File: config.mk
export PLATFORM = sky130hd
export DESIGN_NAME = vga_frame_sequencer
export DESIGN_NICKNAME = d
export VERILOG_FILES = /design/src/rtl/vga_frame_sequencer.sv
export SDC_FILE = /design/constraint.sdc
export NUM_CORES = 1
export LEC_CHECK = 0
export BUFFER_PORTS_ARGS = -buffer_cell sky130_fd_sc_hd__buf_2
export CAP_MARGIN = 20
export CORE_ASPECT_RATIO = 1.5
export CORE_UTILIZATION = 53
export CTS_CLUSTER_DIAMETER = 100
export DETAILED_ROUTE_END_ITERATION = 10
export PLACE_DENSITY_LB_ADDON = 0.3
export SYNTH_ARGS = -nofsm -noshare
export SYNTH_HDL_FRONTEND = slang
export SYNTH_SLANG_ARGS = --single-unit
File: constraint.sdc
create_clock -name clk -period 1.8 [get_ports clk]
set_input_delay 0.18 -clock clk [delete_from_list [all_inputs] [get_ports clk]]
set_output_delay 0.18 -clock clk [all_outputs]
set_load 0.05 [all_outputs]
File: src/rtl/vga_frame_sequencer.sv
// ============================================================================
// Module      : vga_frame_sequencer
// Description : Redraws a full frame from one of N_SCREENS ROMs after each
//               V_SYNC falling edge; screen changes commit at frame start.
//               Optional macro CURSOR_OVERLAY_EN adds a mouse cursor overlay.
// Revision    : 1.0
// ============================================================================
`default_nettype none

module vga_frame_sequencer #(
    parameter int H_RES     = 320,
    parameter int V_RES     = 240,
    parameter int X_W       = 9,
    parameter int Y_W       = 8,
    parameter int COLOR_W   = 3,
    parameter int N_SCREENS = 4,
    parameter int ADDR_W    = 17,
    parameter int S_W       = 2
`ifdef CURSOR_OVERLAY_EN
    ,
    parameter int                 CURSOR_SIZE  = 4,
    parameter logic [COLOR_W-1:0] CURSOR_COLOR = 3'b111
`endif
) (
    input  logic                           clk,
    input  logic                           iReset,
    input  logic                           V_SYNC,
    input  logic                           keyPress,
    output logic [ADDR_W-1:0]              oRomAddr,
    input  logic [N_SCREENS*COLOR_W-1:0]   iRomData,
`ifdef CURSOR_OVERLAY_EN
    input  logic [X_W-1:0]                 iMouseX,
    input  logic [Y_W-1:0]                 iMouseY,
`endif
    output logic [X_W-1:0]                 x,
    output logic [Y_W-1:0]                 y,
    output logic [COLOR_W-1:0]             color,
    output logic                           writeEn,
    output logic [S_W-1:0]                 oScreen,
    output logic                           oFrameDone,
    output logic                           oOverrun
);

    localparam logic [0:0]         c_IDLE        = 1'b0;
    localparam logic [0:0]         c_DRAW        = 1'b1;
    localparam logic [X_W-1:0]     c_X_LAST      = X_W'(H_RES - 1);
    localparam logic [Y_W-1:0]     c_Y_LAST      = Y_W'(V_RES - 1);
    localparam logic [S_W-1:0]     c_SCREEN_LAST = S_W'(N_SCREENS - 1);

    logic [0:0]          r_state;
    logic [0:0]          w_nextState;
    logic                r_vsPrev;
    logic                r_keyPrev;
    logic                r_pending;
    logic [X_W-1:0]      r_scanX;
    logic [Y_W-1:0]      r_scanY;
    logic [ADDR_W-1:0]   r_romAddr;
    logic [S_W-1:0]      r_screen;
    logic                r_wrEn;
    logic [X_W-1:0]      r_x;
    logic [Y_W-1:0]      r_y;
    logic                r_frameDone;

    logic                w_syncEdge;
    logic                w_keyEdge;
    logic                w_lastIssue;
    logic                w_start;
    logic                w_issue;
    logic                w_overrun;
    logic [COLOR_W-1:0]  w_romPixel;

    assign w_syncEdge  = r_vsPrev & ~V_SYNC;
    assign w_keyEdge   = keyPress & ~r_keyPrev;
    assign w_lastIssue = (r_scanX == c_X_LAST) && (r_scanY == c_Y_LAST);

    // ---------------- FSM: state register ----------------
    always_ff @(posedge clk) begin
        if (iReset) begin
            r_state <= c_IDLE;
        end else begin
            r_state <= w_nextState;
        end
    end

    // ---------------- FSM: next state ----------------
    always_comb begin
        w_nextState = r_state;
        case (r_state)
            c_IDLE:  if (w_syncEdge)  w_nextState = c_DRAW;
            c_DRAW:  if (w_lastIssue) w_nextState = c_IDLE;
            default: w_nextState = c_IDLE;
        endcase
    end

    // ---------------- FSM: outputs ----------------
    always_comb begin
        w_start   = 1'b0;
        w_issue   = 1'b0;
        w_overrun = 1'b0;
        case (r_state)
            c_IDLE: w_start = w_syncEdge;
            c_DRAW: begin
                w_issue   = 1'b1;
                // A sync edge mid-frame is reported but never restarts the scan.
                w_overrun = w_syncEdge & ~iReset;
            end
            default: ;
        endcase
    end

    // Stage 0: raster scan; the address tracks y*H_RES+x by incrementing.
    always_ff @(posedge clk) begin
        if (iReset || w_start) begin
            r_scanX   <= '0;
            r_scanY   <= '0;
            r_romAddr <= '0;
        end else if (w_issue) begin
            if (r_scanX == c_X_LAST) begin
                r_scanX <= '0;
                r_scanY <= r_scanY + Y_W'(1);
            end else begin
                r_scanX <= r_scanX + X_W'(1);
            end
            r_romAddr <= r_romAddr + ADDR_W'(1);
        end
    end

    // Edge detectors, pending request and screen selection.
    always_ff @(posedge clk) begin
        if (iReset) begin
            r_vsPrev  <= 1'b1;
            r_keyPrev <= 1'b1;
            r_pending <= 1'b0;
            r_screen  <= '0;
        end else begin
            r_vsPrev  <= V_SYNC;
            r_keyPrev <= keyPress;
            if (w_start) begin
                if (r_pending) begin
                    r_screen <= (r_screen == c_SCREEN_LAST) ? '0 : r_screen + S_W'(1);
                end
                // A press coinciding with frame start belongs to the next frame.
                r_pending <= w_keyEdge;
            end else if (w_keyEdge) begin
                r_pending <= 1'b1;
            end
        end
    end

    // Stage 1: coordinates delayed to line up with the ROM's one-cycle latency.
    always_ff @(posedge clk) begin
        if (iReset) begin
            r_wrEn      <= 1'b0;
            r_x         <= '0;
            r_y         <= '0;
            r_frameDone <= 1'b0;
        end else begin
            r_wrEn      <= w_issue;
            r_x         <= r_scanX;
            r_y         <= r_scanY;
            r_frameDone <= r_wrEn && (r_x == c_X_LAST) && (r_y == c_Y_LAST);
        end
    end

    assign w_romPixel = iRomData[r_screen*COLOR_W +: COLOR_W];

`ifdef CURSOR_OVERLAY_EN
    logic [X_W-1:0] r_mouseX;
    logic [Y_W-1:0] r_mouseY;
    logic [X_W:0]   w_cursorXEnd;
    logic [Y_W:0]   w_cursorYEnd;
    logic           w_inCursor;

    always_ff @(posedge clk) begin
        if (iReset) begin
            r_mouseX <= '0;
            r_mouseY <= '0;
        end else if (w_start) begin
            r_mouseX <= iMouseX;
            r_mouseY <= iMouseY;
        end
    end

    // Extra bit keeps the end bound from wrapping near the screen edge.
    assign w_cursorXEnd = {1'b0, r_mouseX} + (X_W+1)'(CURSOR_SIZE);
    assign w_cursorYEnd = {1'b0, r_mouseY} + (Y_W+1)'(CURSOR_SIZE);
    assign w_inCursor   = (r_x >= r_mouseX) && ({1'b0, r_x} < w_cursorXEnd) &&
                          (r_y >= r_mouseY) && ({1'b0, r_y} < w_cursorYEnd);
    assign color        = !r_wrEn ? '0 : (w_inCursor ? CURSOR_COLOR : w_romPixel);
`else
    assign color        = r_wrEn ? w_romPixel : '0;
`endif

    assign oRomAddr   = r_romAddr;
    assign x          = r_x;
    assign y          = r_y;
    assign writeEn    = r_wrEn;
    assign oScreen    = r_screen;
    assign oFrameDone = r_frameDone;
    assign oOverrun   = w_overrun;

endmodule

`default_nettype wire
==> results.rst <==
.. list-table::
   :header-rows: 1

   * - Metric
     - Value
   * - Antenna violations before repair
     - 0
   * - Stage delay of the slowest cell on the critical path
     - about 0.5 ns
   * - Endpoint kind of the worst setup timing path
     - output pin
   * - Total power
     - between 2 and 3 mW
   * - Async S/R FF share, synth
     - 0%
   * - Number of primary I/O pins
     - just under 60
   * - Maximum number of pins on one net before global-route repair
     - 32
   * - Failing checks
     - design-rule violations
   * - CP required
     - between 1.5 and 2 ns
   * - Placer congestion estimate
     - slightly below 0.9
   * - Number of I/O port buffers
     - 57
   * - Die height
     - between 80 and 90 um
   * - # clock sinks
     - 59
   * - Core Area
     - 4504 um2
   * - Clock tree from TritonCTS
     - yes
   * - Yosys warnings
     - 0
   * - Period minus WS final
     - ~1.8 ns
   * - Worst hold margin
     - 0.04684 ns
   * - Type of the most critical hold path
     - in2reg
   * - Post-detail-place hpwl
     - 3565 um
   * - Proportion of layout cells with a drive suffix above 1
     - about 30%
   * - Family with the most delay on the worst path
     - multiplexers
   * - Worst hold path depth
     - 2
   * - Most frequent standard cell in the layout excluding fill and tap cells
     - sky130_fd_sc_hd__dfxtp_1
   * - Largest fanout on the critical path
     - 5
   * - Clock Root Buffer
     - sky130_fd_sc_hd__clkbuf_8
   * - Deepest level of the CTS H-tree
     - 3
   * - Share of synthesized area occupied by flip-flops and latches
     - roughly 48%
   * - Critical Path, Cell by Cell
     - mux4_2 -> and2_1 -> buf_4
   * - Antenna Violating Nets Remaining
     - 0
   * - Most used cells in the layout excluding fill and tap cells
     - sky130_fd_sc_hd__dfxtp_1 (57), sky130_fd_sc_hd__buf_2 (55), sky130_fd_sc_hd__nor2_1 (33)
   * - Number of rows in the core area
     - 30
   * - Worst-skew pair later-pin latency
     - approximately 0.34 ns
   * - Antenna Cells
     - 0
   * - Power density over cell area
     - between 800 and 900 nW/um2
   * - Worst-case hold path end point
     - r_vsPrev
   * - Number of nets in the final layout
     - roughly 340
   * - Post-route cell area
     - approximately 3000 um2
   * - Critical Path Start
     - oScreen[0]
   * - Total count of hold-check failures in the final report
     - 0
   * - Starting DRC count in detailed routing
     - between 70 and 80
   * - Number of clock buffers inserted by TritonCTS
     - 9
   * - Count of endpoints failing setup in the final report
     - 0
   * - Syn Nets
     - about 280
   * - Setup TNS Final
     - 0 ns
   * - Netlist area before placement
     - roughly 2500 um2
   * - Fill cell count
     - ~380
   * - Origin of the worst min-delay path
     - V_SYNC
   * - Path type of the worst setup path
     - reg2out
   * - FF-to-FF End
     - r_scanY[7]
   * - Worst reg2reg setup slack
     - 0.24 ns
   * - Number of hold-repair buffers added at the cts stage
     - 0
   * - Area growth from synthesis to layout
     - 22.51%
   * - GRT Residual Overflow
     - 0
   * - Count of unresolved DRC violations after routing
     - 2
   * - Fraction of the cycle the final worst path needs
     - 97.37%
   * - Average cell area after synthesis
     - 9.745 um2
   * - Type of origin of the critical path
     - register
   * - Peak supply drop
     - a little over 0.6 mV
   * - Register bit count reported by yosys
     - 59
   * - Slowest stage cell, crit path
     - sky130_fd_sc_hd__mux4_2
   * - Unrepaired setup endpoints after global routing
     - no
   * - Global-route usage over all layers
     - roughly 22%
   * - R2r worst-path depth
     - 5
   * - Instance area at placement
     - ~2800 um2
   * - Number of instances in the synthesized netlist
     - between 200 and 300
   * - Most used flip-flop cell after synthesis
     - sky130_fd_sc_hd__dfxtp_1
   * - Reported leakage power
     - 1.227 nW
   * - Maximum root-to-sink buffer count
     - 2
   * - Effective utilization at floorplan
     - 55.17%
   * - Total Routed Length
     - about 5000 um
   * - Number of buffers and inverters on the critical path
     - 1
   * - Number of global-route vias before repair
     - approximately 1,900
   * - First-pass GRT wire length
     - between 8000 and 9000 um
   * - DIE AREA
     - 4972 um2
   * - Status
     - finished, violations left
   * - Max-cap violations
     - 0
   * - DR WL/cell
     - around 13 um
   * - Count of final max-slew check failures
     - 0
   * - Data arrival, critical path
     - around 1.6 ns
   * - FF-to-FF Start
     - r_scanX[0]
   * - Layout Skew
     - 0.007050 ns
   * - Detailed-routing iteration count for the pre-antenna-repair pass
     - 7
   * - Actual transition at the worst max-transition pin
     - around 0.39 ns
   * - Clock transition at path regs
     - 0.06 ns
   * - Via count
     - between 2,000 and 2,500
   * - Worst slew slack as a fraction of its limit
     - approximately three quarters
   * - Number of flops mapped to enable cells by yosys
     - 0
   * - Highest Clock Rate
     - 570.6 MHz
   * - Count of unique library cells instantiated by Yosys
     - 40
   * - Overall die width
     - 57.91 um
   * - Via-to-Cell Ratio
     - about 5.6
[how the worst max path moves through the flow]
stage / endpoint / slack [ns] / cells after the start
finish: color[1] / 0.05 / 3
global route: oOverrun / 0.004 / 4
CTS: color[1] / 0.01 / 3
detailed placement: r_scanY[6] / 0.28 / 5
global placement: oRomAddr[12] / 0.29 / 5
floorplan: oRomAddr[16] / 0.02 / 5
[cells by family (layout without fill, tap and decap cells)]
family / count (synthesis) / after routing / share of synthesized area (%)
AOI/OAI and AO/OA: 14 / 14 / 3.223
xor gates and xnor gates: 25 / 25 / 8.812
adders and majority gates: 4 / 4 / 2.014
buffers and inverters: 12 / 82 / 2.064
DFF: 59 / 59 / 47.53
muxes: 7 / 7 / 4.330
and+or+nand+nor: 134 / 134 / 32.02
[worst register-to-register path, stage by stage (launching register included)]
cell and delay, ns:
sky130_fd_sc_hd__dfxtp_1 0.38, sky130_fd_sc_hd__ha_1 0.26, sky130_fd_sc_hd__nand4_2 0.20, sky130_fd_sc_hd__nor4_1 0.38
sky130_fd_sc_hd__xnor2_1 0.16, sky130_fd_sc_hd__nor2_1 0.05
[power breakdown]
group / leakage, nW / internal, mW / switching, mW / total, mW
registers: 0.478 / 1.32 / 0.0125 / 1.33
clock network: 0.102 / 0.663 / 0.491 / 1.15
logic: 0.648 / 0.0538 / 0.0855 / 0.139
total: 1.23 / 2.03 / 0.589 / 2.62
[state kept, by name (all words and copies together) (netlist names)]
register and count:
oFrameDone 1, r_state 1, oScreen 2, r_pending 1, r_keyPrev 1, oRomAddr 17, writeEn 1, r_scanY 8
x 9, r_scanX 9, y 8, r_vsPrev 1
[Yosys cell counts (2+ instances only)]
cell type | instances | share of area (%)
sky130_fd_sc_hd__and2_1 | 4 | 1.0
sky130_fd_sc_hd__nand4b_1 | 2 | 0.71
sky130_fd_sc_hd__nor3_1 | 9 | 1.8
sky130_fd_sc_hd__nand4_1 | 13 | 3.3
sky130_fd_sc_hd__xnor2_1 | 17 | 6.0
sky130_fd_sc_hd__mux2i_1 | 4 | 1.6
sky130_fd_sc_hd__nor4_1 | 7 | 1.8
sky130_fd_sc_hd__nor4_2 | 2 | 1.0
sky130_fd_sc_hd__dfxtp_1 | 59 | 48
sky130_fd_sc_hd__xor2_1 | 8 | 2.8
sky130_fd_sc_hd__o21ai_0 | 5 | 1.0
sky130_fd_sc_hd__nand2_1 | 11 | 1.7
sky130_fd_sc_hd__nor2_1 | 33 | 5.0
sky130_fd_sc_hd__inv_1 | 4 | 0.60
sky130_fd_sc_hd__nand4_2 | 2 | 1.0
sky130_fd_sc_hd__a21oi_1 | 6 | 1.2
sky130_fd_sc_hd__or2_2 | 3 | 0.76
sky130_fd_sc_hd__ha_1 | 4 | 2.0
sky130_fd_sc_hd__nand3_1 | 6 | 1.2
sky130_fd_sc_hd__buf_2 | 2 | 0.40
sky130_fd_sc_hd__nand2b_1 | 3 | 0.76
sky130_fd_sc_hd__nor2b_1 | 22 | 5.5
sky130_fd_sc_hd__clkbuf_1 | 5 | 0.76
sky130_fd_sc_hd__or3_1 | 3 | 0.76
sky130_fd_sc_hd__nand3_2 | 2 | 0.81
sky130_fd_sc_hd__mux4_2 | 3 | 2.7
sky130_fd_sc_hd__nand4bb_1 | 3 | 1.4
[layer usage]
| metal | GRT usage [%] | vias up | wire [um] |
|---|---|---|---|
| met1 | 21.31 | 958 | 1949 |
| met3 | 3.922 | 25 | 235 |
| met5 | 0 | - | 0 |
| met2 | 40.33 | 74 | 2640 |
| li1 | - | 1024 | - |
| met4 | 15.37 | 0 | 178 |
[layout make-up]
class | count | area (um2) | area share (%)
well taps | 48 | 60.06 | 1.973
clock buffers | 10 | 137.6 | 4.521
clock inverters | 5 | 53.80 | 1.767
inverters | 4 | 15.01 | 0.4932
flip-flops and latches | 59 | 1186 | 38.96
multi-input cells | 184 | 1256 | 41.27
repair buffers | 63 | 335.3 | 11.02
[per-stage QoR]
step	worst slack (ns)	cells	util, %
CTS	0.01452	372	67.36
detailed placement	0.2789	357	62.97
global placement	0.2891	357	62.97
floorplan	0.01869	255	-
global route	0.004185	373	67.58
finish	0.04735	373	67.58
[what timing repair did]
action                     in CTS  in global routing
buffers inserted                0                  1
cloned                          0                  0
setup endpoints to repair       3                  3
resized for setup               3                  1
No activity file was read; power rests on OpenSTA's default activity.
